===== config.mk =====
export PLATFORM = sky130hd
export DESIGN_NAME = fusion_retire_split
export DESIGN_NICKNAME = d
export VERILOG_FILES = /design/src/rtl/fusion_retire_split_pkg.sv /design/src/rtl/fusion_retire_split.sv
export SDC_FILE = /design/constraint.sdc
export NUM_CORES = 1
export LEC_CHECK = 0
export ABC_AREA = 1
export CAP_MARGIN = 30
export CORE_MARGIN = 8
export CORE_UTILIZATION = 54
export DETAILED_ROUTE_END_ITERATION = 16
export PLACE_DENSITY_LB_ADDON = 0.08
export SLEW_MARGIN = 20
export SYNTH_ARGS = -nofsm -noshare
export SYNTH_HDL_FRONTEND = slang
export SYNTH_SLANG_ARGS = --single-unit

===== constraint.sdc =====
create_clock -name clk_i -period 7.5 [get_ports clk_i]
set_input_delay 1.125 -clock clk_i [delete_from_list [all_inputs] [get_ports clk_i]]
set_output_delay 1.125 -clock clk_i [all_outputs]
set_load 0.005 [all_outputs]

===== src/rtl/fusion_retire_split_pkg.sv =====
// fusion_retire_split_pkg
// Shared definitions for the commit-side ADD+LOAD fusion split:
//   - core configuration record and its default
//   - committed scoreboard entry layout
//   - is_fusion encodings and the fusion_len() byte-advance decode
//   - retire FSM state encoding
package fusion_retire_split_pkg;

    typedef struct packed {
        int unsigned XLEN;
        int unsigned VLEN;
    } cva6_cfg_t;

    localparam cva6_cfg_t cva6_cfg_empty = '{XLEN: 64, VLEN: 64};

    localparam int unsigned SB_PC_W = 64;

    typedef struct packed {
        logic valid;
    } sb_exception_t;

    typedef struct packed {
        logic [SB_PC_W-1:0] pc;
        logic               is_compressed;
        logic [1:0]         is_fusion;
        sb_exception_t      ex;
    } sb_entry_t;

    // is_fusion encodings: none, compressed+compressed, mixed, normal+normal
    localparam logic [1:0] FUS_NONE  = 2'b00;
    localparam logic [1:0] FUS_CC    = 2'b01;
    localparam logic [1:0] FUS_MIXED = 2'b10;
    localparam logic [1:0] FUS_NN    = 2'b11;

    localparam logic [1:0] ST_EMPTY  = 2'd0;
    localparam logic [1:0] ST_SINGLE = 2'd1;
    localparam logic [1:0] ST_FIRST  = 2'd2;
    localparam logic [1:0] ST_SECOND = 2'd3;

    typedef enum logic [1:0] {
        RET_EMPTY  = ST_EMPTY,
        RET_SINGLE = ST_SINGLE,
        RET_FIRST  = ST_FIRST,
        RET_SECOND = ST_SECOND
    } fusion_ret_state_e;

    // Byte advance of a committed entry, fused or not.
    function automatic logic [3:0] fusion_len(input logic [1:0] is_fusion,
                                              input logic       is_compressed);
        logic [3:0] len;
        case (is_fusion)
            FUS_NONE:  len = is_compressed ? 4'd2 : 4'd4;
            FUS_CC:    len = 4'd4;
            FUS_MIXED: len = 4'd6;
            FUS_NN:    len = 4'd8;
            default:   len = 4'd4;
        endcase
        return len;
    endfunction

endpackage


===== src/rtl/fusion_retire_split.sv =====
// fusion_retire_split
// Re-expands committed fused ADD+LOAD entries into two architectural retire
// events (ADD half, then LOAD half), keeps instret correct and flags faulting
// fused entries so the frontend can refetch the pair unfused.
//
// Ports:
//   clk_i, rst_i          clock, synchronous active-high reset
//   flush_i               drop any held / in-progress event
//   commit_valid_i/_ready_o, commit_entry_i   committed entry handshake
//   ret_valid_o/ret_ready_i                   retire event handshake
//   ret_pc_o, ret_npc_o, ret_npc_valid_o      event pc / next pc
//   ret_fused_add_o, ret_fused_load_o         which half of a fused pair
//   ret_ex_valid_o                            event carries an exception
//   instret_o                                 retired-instruction count
//   fusion_fault_o                            faulting fused entry pulse
//
// state  | meaning
// EMPTY  | no event held
// SINGLE | holding an unfused event or a faulting fused entry
// FIRST  | holding the ADD half of a fused pair; commit is stalled
// SECOND | holding the LOAD half of a fused pair
module fusion_retire_split
    import fusion_retire_split_pkg::*;
#(
    parameter cva6_cfg_t CVA6Cfg            = cva6_cfg_empty,
    parameter type       scoreboard_entry_t = sb_entry_t
) (
    input  logic                      clk_i,
    input  logic                      rst_i,
    input  logic                      flush_i,
    input  logic                      commit_valid_i,
    input  scoreboard_entry_t         commit_entry_i,
    output logic                      commit_ready_o,
    output logic                      ret_valid_o,
    input  logic                      ret_ready_i,
    output logic [CVA6Cfg.VLEN-1:0]   ret_pc_o,
    output logic [CVA6Cfg.VLEN-1:0]   ret_npc_o,
    output logic                      ret_npc_valid_o,
    output logic                      ret_fused_add_o,
    output logic                      ret_fused_load_o,
    output logic                      ret_ex_valid_o,
    output logic [63:0]               instret_o,
    output logic                      fusion_fault_o
);

    localparam int unsigned VLEN = CVA6Cfg.VLEN;

    logic [1:0]      state_q;
    logic [VLEN-1:0] pc_q;
    logic [VLEN-1:0] npc_q;
    logic            npc_valid_q;
    logic            add_q;
    logic            load_q;
    logic            ex_q;
    logic [63:0]     instret_q;
    logic            fault_q;

    logic            ret_hs;
    logic            commit_accept;
    logic            entry_fused;
    logic [3:0]      entry_len;
    logic [VLEN-1:0] entry_pc;

    assign ret_valid_o   = (state_q != ST_EMPTY);
    assign ret_hs        = ret_valid_o && ret_ready_i;

    assign commit_ready_o = !flush_i &&
                            ((state_q == ST_EMPTY) ||
                             (((state_q == ST_SINGLE) || (state_q == ST_SECOND)) && ret_ready_i));
    assign commit_accept  = commit_valid_i && commit_ready_o;

    always_comb begin
        entry_fused = (commit_entry_i.is_fusion != FUS_NONE);
        entry_len   = fusion_len(commit_entry_i.is_fusion, commit_entry_i.is_compressed);
        entry_pc    = VLEN'(commit_entry_i.pc);
    end

    // npc_q is always loaded with pc + full length; on the ADD half it is
    // simply not advertised, so the LOAD half needs no extra register.
    always_ff @(posedge clk_i) begin
        if (rst_i) begin
            state_q     <= ST_EMPTY;
            pc_q        <= '0;
            npc_q       <= '0;
            npc_valid_q <= 1'b0;
            add_q       <= 1'b0;
            load_q      <= 1'b0;
            ex_q        <= 1'b0;
            instret_q   <= '0;
            fault_q     <= 1'b0;
        end else begin
            fault_q <= 1'b0;

            // A handshake in a flush cycle still retires its instruction.
            if (ret_hs && !ex_q) begin
                instret_q <= instret_q + 64'd1;
            end

            if (flush_i) begin
                state_q     <= ST_EMPTY;
                npc_valid_q <= 1'b0;
                add_q       <= 1'b0;
                load_q      <= 1'b0;
                ex_q        <= 1'b0;
            end else if (commit_accept) begin
                pc_q  <= entry_pc;
                npc_q <= entry_pc + VLEN'(entry_len);
                if (!entry_fused) begin
                    state_q     <= ST_SINGLE;
                    npc_valid_q <= 1'b1;
                    add_q       <= 1'b0;
                    load_q      <= 1'b0;
                    ex_q        <= commit_entry_i.ex.valid;
                end else if (commit_entry_i.ex.valid) begin
                    // Neither half retires; the pair is refetched unfused.
                    state_q     <= ST_SINGLE;
                    npc_valid_q <= 1'b0;
                    add_q       <= 1'b0;
                    load_q      <= 1'b0;
                    ex_q        <= 1'b1;
                    fault_q     <= 1'b1;
                end else begin
                    // The ADD's own length is unknown for mixed pairs, so
                    // its npc is never reported.
                    state_q     <= ST_FIRST;
                    npc_valid_q <= 1'b0;
                    add_q       <= 1'b1;
                    load_q      <= 1'b0;
                    ex_q        <= 1'b0;
                end
            end else if (ret_hs) begin
                if (state_q == ST_FIRST) begin
                    state_q     <= ST_SECOND;
                    npc_valid_q <= 1'b1;
                    add_q       <= 1'b0;
                    load_q      <= 1'b1;
                end else begin
                    state_q <= ST_EMPTY;
                end
            end
        end
    end

    assign ret_pc_o         = pc_q;
    assign ret_npc_o        = npc_q;
    assign ret_npc_valid_o  = npc_valid_q;
    assign ret_fused_add_o  = add_q;
    assign ret_fused_load_o = load_q;
    assign ret_ex_valid_o   = ex_q;
    assign instret_o        = instret_q;
    assign fusion_fault_o   = fault_q;

endmodule


# After elaboration in Yosys (flattened, before gate mapping)

Index checks and enable logic that the tools add are counted.

Word-level logic and storage cells: 59
Flip-flop bits (word level): 199
Input bits: 73

Mux-type cells: 18
Add/subtract/negate cells: 2
Reduce and logical (&&, ||, !) cells: 21
Bitwise logic cells: 3
Equal/unequal tests: 6

Operators by type and width:

| kind                                                | count |
|---|---|
| adder 64 x 1 -> 64 bit, second input constant       | 1 |
| adder 64 x 4 -> 64 bit                              | 1 |
| one-hot mux 4 bit (4 select lines)                  | 1 |
| 2-to-1 mux 1 bit                                    | 11 |
| 2-to-1 mux 2 bit                                    | 5 |
| equality test 2 bit, second input constant          | 4 |
| nonzero test 2 bit                                  | 4 |
| AND reduction 2 bit                                 | 3 |
| logical AND 1 bit                                   | 5 |
| equality test 2 x 1 -> 1 bit, second input constant | 2 |
| logical NOT 2 bit                                   | 2 |
| OR reduction 4 bit                                  | 1 |
| 2-to-1 mux 3 bit                                    | 1 |
| inverter 1 bit                                      | 3 |
| OR reduction 3 bit                                  | 1 |
| logical NOT 1 bit                                   | 2 |
| logical OR 1 bit                                    | 2 |
| OR reduction 2 bit                                  | 1 |

# Longest topological paths before layout

Depth in word-level cells: 8
Depth in mapped cells: 19
Gate-level depth less buffers: 19

# Worst setup path before layout

No wires, ideal clock.

Path type: input to register
Start point: input commit_entry_i[1] (netlist bit)
End point: register npc_q[55] (netlist: ret_npc_o[55])
Path slack: 4.270 ns
Setup time: 0.109 ns
Data arrival time: 3.121 ns
Stages: 18
Required time: 7.391 ns
Cell sequence: inv_1 > ha_1 > o21ai_0 > ha_1 > inv_1 > fa_1 > inv_1 > nand2_1 > nand2_1 > nand2_1 > nor2_1 > nand2_1 > nor2_2 > nand2_1 > nand2_1 > nand3_1 > nand2_1 > inv_1

Cells in the longest elaborated chain, start to end: 3

RTL lines:

| what                                              | line                          | text |
|---|---|---|
| start: declaration                                | fusion_retire_split.sv:32     | `input scoreboard_entry_t commit_entry_i,` |
| equality test 2 bit, or another cell as far along | fusion_retire_split_pkg.sv:51 | `case (is_fusion)` |
| one-hot mux 4 bit (4 select lines) *              | fusion_retire_split_pkg.sv:51 |  |
| adder 64 x 4 -> 64 bit *                          | fusion_retire_split.sv:107    | `npc_q <= entry_pc + VLEN'(entry_len);` |
| end signal: assignment                            | fusion_retire_split.sv:107    |  |
| end: declaration                                  | fusion_retire_split.sv:50     | `logic [VLEN-1:0] npc_q;` |

Every way passes the cells marked *; elsewhere a longest branch is shown, timed or not.
A chain may end at the register's enable or synchronous reset.

# Worst setup path after layout

Start point: input commit_entry_i[2] (netlist bit)
End point: register npc_q[55] (netlist: ret_npc_o[55])

The elaborated chain is that of the path after synthesis.

==> metrics.md <==
| Metric | Value |
|---|---|
| Status | complete, no violations |
| TritonCTS clock tree | done |
| DPL Wire Length | 28500 µm |
| Clk Latency, worst-skew pair | about 0.44 ns |
| Ys flop type | dfxtp_1 |
| Io pins | roughly 270 |
| Total routed wirelength | roughly 37000 µm |
| Critical path peak fanout | 5 |
| Mapped cell area | approximately 11000 µm² |
| Max Clk Rate | around 270 MHz |
| Final nets | approximately 2000 |
| Netlist cell types | 42 |
| Post-CTS Hold Buffers | 0 |
| Seq cells post-synth | between 150 and 200 |
| Routed wl met3 | ~3200 µm |
| Die W | 157 µm |
| Slew Limit Fails | 0 |
| Core area | 19500 µm² |
| Syn nets | around 1800 |
| Syn. warnings | 0 |
| Initial Util | between 50 and 60% |
| Sink Count | between 150 and 200 |
| Area leader, netlist | dfxtp_1 |
| Clk buf depth | 2 |
| Clock skew | ~0.013 ns |
| VDD IR max | 152 µV |
| Combinational cell fraction of total power | a little over an eighth |
| Final Util | 72.8% |
| Number of synthesized flops with an enable pin | 0 |
| First-pass DRT Iterations | 6 |
| Final hold vios | 0 |
| Critical path type | input port to flip-flop |
| Initial antenna violation count | 1 |
| Internal power | 1.75 mW |
| Number of CTS-inserted buffers | 17 |
| Resized cells post-CTS | 0 |
| Grt total ovfl | 0 |
| Final RePlAce weighted congestion | a little under 1 |
| Sw power | around 0.64 mW |
| Syn Area/Cell | ~6.3 µm² |
| Synth area leaders | dfxtp_1 37%, nand2_1 17%, nor2_1 11% |
| Top Layer Used | met4 |
| Post-route cell area | ~14000 µm² |
| Fillers | ~1700 |
| First-iteration detailed-routing DRC count | 811 |
| Setup crit end kind | flip-flop |
| Worst Tran Pin Value | around 0.94 ns |
| Sequential share of power | a little under half |
| H-tree depth | 4 |
| Via-to-Cell Ratio | 5.35 |
| Number of post-CTS setup repair buffers | 0 |
| Clock power frac | about two fifths |
| Reg2reg end | ret_npc_o[17] |
| Crit path arrival time | about 4.1 ns |
| CTS clk-pin slew, worst paths | roughly 0.070 ns |
| Total power | 2.39 mW |
| Die ar. | about 25000 µm² |
| Minimum clock period | around 3.8 ns |
| Number of remaining DRC errors | 0 |
| WP data required | between 7 and 8 ns |
| R2r worst-path depth | 9 |
| CTS Root Buffer Type | clkbuf_16 |
| Max Cap Violations | 0 |
| Leak | between 5 and 6 nW |
| Largest net degree at the start of global routing | 68 |
| DR WL/cell | about 17 µm |
| Via count | 11900 |
| Cell Rows | approximately 50 |
| Global-route wire length before repair | a little under 60000 µm |
| Die Ht | around 160 µm |
| Worst hold start | ret_pc_o[35] |
| Finished Layout Cells | 2223 |
| Vias in the first global route | between 10000 and 15000 |
| Register area share after synthesis | 36.9% |
| Post-route setup TNS | 0 ns |
| Async SR Flop Fraction | 0% |
| Startpoint types | input port |
| Reg2reg start | state_q[1] |
| WL met2 | 17600 µm |
| Worst Hold Path EP | ret_pc_o[35] |
| Relative slew slack | 37.5% |
| Layout cell share with drive strength beyond 1 | slightly below 5% |
| Hold Crit Depth | 2 |
| Worst Hold Class | flip-flop to flip-flop |
| PwrDens | ~170 nW/µm² |
| Final period util | about half |
| Total placed cells including tap cells | around 2200 |
| Metal-1 WL | about 15000 µm |
| Top cell type's share of synthesized area | a little under two fifths |
| I/O Buffers | between 200 and 300 |
| Antenna-violating nets left | 0 |
| RSZ-0062 raised after global routing | false |
| Cell area after placement | between 10000 and 15000 µm² |
| Global Route Usage Sum | 29.7% |
| Net Sw Frac | about a quarter |
| Area grow syn2layout | 32.2% |
| Gate Count Post-Synth | around 1700 |
| Endpoints failing setup | 0 |
| Worst R2R Setup Slack | between 4 and 5 ns |
-- registers in the layout, indices dropped and copies added, names as in the netlist --
name,flops
ret_fused_load_o,1
fusion_fault_o,1
ret_npc_o,63
ret_pc_o,64
ret_ex_valid_o,1
state_q,2
ret_fused_add_o,1
instret_o,64
ret_npc_valid_o,1
-- cell type report --
class	instances	area [µm²]	share of cell area (%)
antenna	1	2.50	0.0176
timing repair buffer	277	2770	19.5
clock buffer	19	443	3.12
multi-input combinational	1256	5820	41.0
sequential	198	3960	27.9
clock inverter	13	156	1.10
inverter	194	729	5.13
tap	265	332	2.33
-- power by group through the flow --
stage | clock network, mW | registers (mW) | logic (mW)
after CTS | 0.964 | 1.11 | 0.319
after global routing | 1.01 | 1.12 | 0.347
after floorplan | 0 | 1.14 | 0.138
after detailed placement | 0 | 1.14 | 0.316
after global placement | 0 | 1.14 | 0.310
final | 0.955 | 1.11 | 0.320
-- cell usage in the layout, fill, tap and decap left out, types with 2 or more instances in the layout --
master	n
nand4_1	34
clkbuf_16	17
nor2_2	17
clkdlybuf4s50_1	270
nor2_4	18
a211oi_1	3
nand3b_1	5
ha_1	7
xnor2_1	8
bufinv_16	2
nand2_1	476
o21ai_1	2
a31oi_1	4
dfxtp_1	198
nand3_2	4
o21bai_1	17
nand2_2	8
a21oi_1	72
nor3b_1	4
xor2_1	7
o21a_1	4
nand2_4	3
nor2_1	302
or2_2	4
o211a_1	2
o21ai_0	71
o211ai_1	5
nor4_1	4
inv_1	192
nand3_1	133
nor3_1	28
and2_1	7
clkinvlp_4	2
inv_6	8
buf_4	5
-- how the worst max path moves through the flow --
stage | startpoint | endpoint | slack (ns) | cells past startpoint
after floorplan | commit_entry_i[1] | ret_npc_o[55] | 4.27 | 18
after global placement | ret_ready_i | ret_npc_o[19] | 3.22 | 11
after detailed placement | commit_entry_i[2] | ret_npc_o[55] | 3.32 | 19
after CTS | commit_entry_i[2] | ret_npc_o[55] | 3.75 | 19
after global routing | commit_entry_i[2] | ret_npc_o[55] | 3.46 | 19
final | commit_entry_i[2] | ret_npc_o[55] | 3.73 | 19
-- Yosys cell counts, drive strengths merged (6+ instances only) --
master,instances
or2,6
nor2,337
nand2,487
inv,194
dfxtp,198
ha,7
nand3,138
buf,31
clkbuf,20
xnor2,8
and2,7
nand4,34
o21bai,17
nor3,30
a21oi,72
xor2,7
o21ai,73
-- through the flow --
step	hold slack [ns]	setup WS [ns]
global route	0.477	3.46
finish	0.464	3.73
floorplan	0.461	4.27
detailed placement	0.456	3.32
global placement	0.451	3.22
CTS	0.467	3.75
-- logic make-up (layout without fill, tap and decap cells) --
group	count (synthesis)	after routing	share of synthesized area, %
AOI/OAI and AO/OA	181	181	9.26
DFF	198	198	36.9
buffers and inverters	245	503	8.99
adders and majority gates	8	8	1.00
other	0	1	0
xor gates and xnor gates	15	15	1.22
and+or+nand+nor	1052	1052	42.7
-- layer usage --
layer  GRT usage (%)  up-vias
li1                -     5875
met5               0        -
met2            50.7      536
met3            7.02      103
met4            13.7        0
met1            34.7     5380
-- worst max-delay path, stage by stage --
cell and delay, ns:
clkdlybuf4s50_1 0.50, inv_1 0.06, ha_1 0.23, o21ai_0 0.19
ha_1 0.21, inv_1 0.08, fa_1 0.36, inv_1 0.09
nand2_1 0.07, nand2_1 0.06, nand2_1 0.13, nor2_1 0.33
nand2_1 0.17, nor2_2 0.18, nand2_1 0.08, nand2_1 0.06
nand3_1 0.06, nand2_1 0.06, inv_1 0.04
Power figures use the tool's default switching activity.
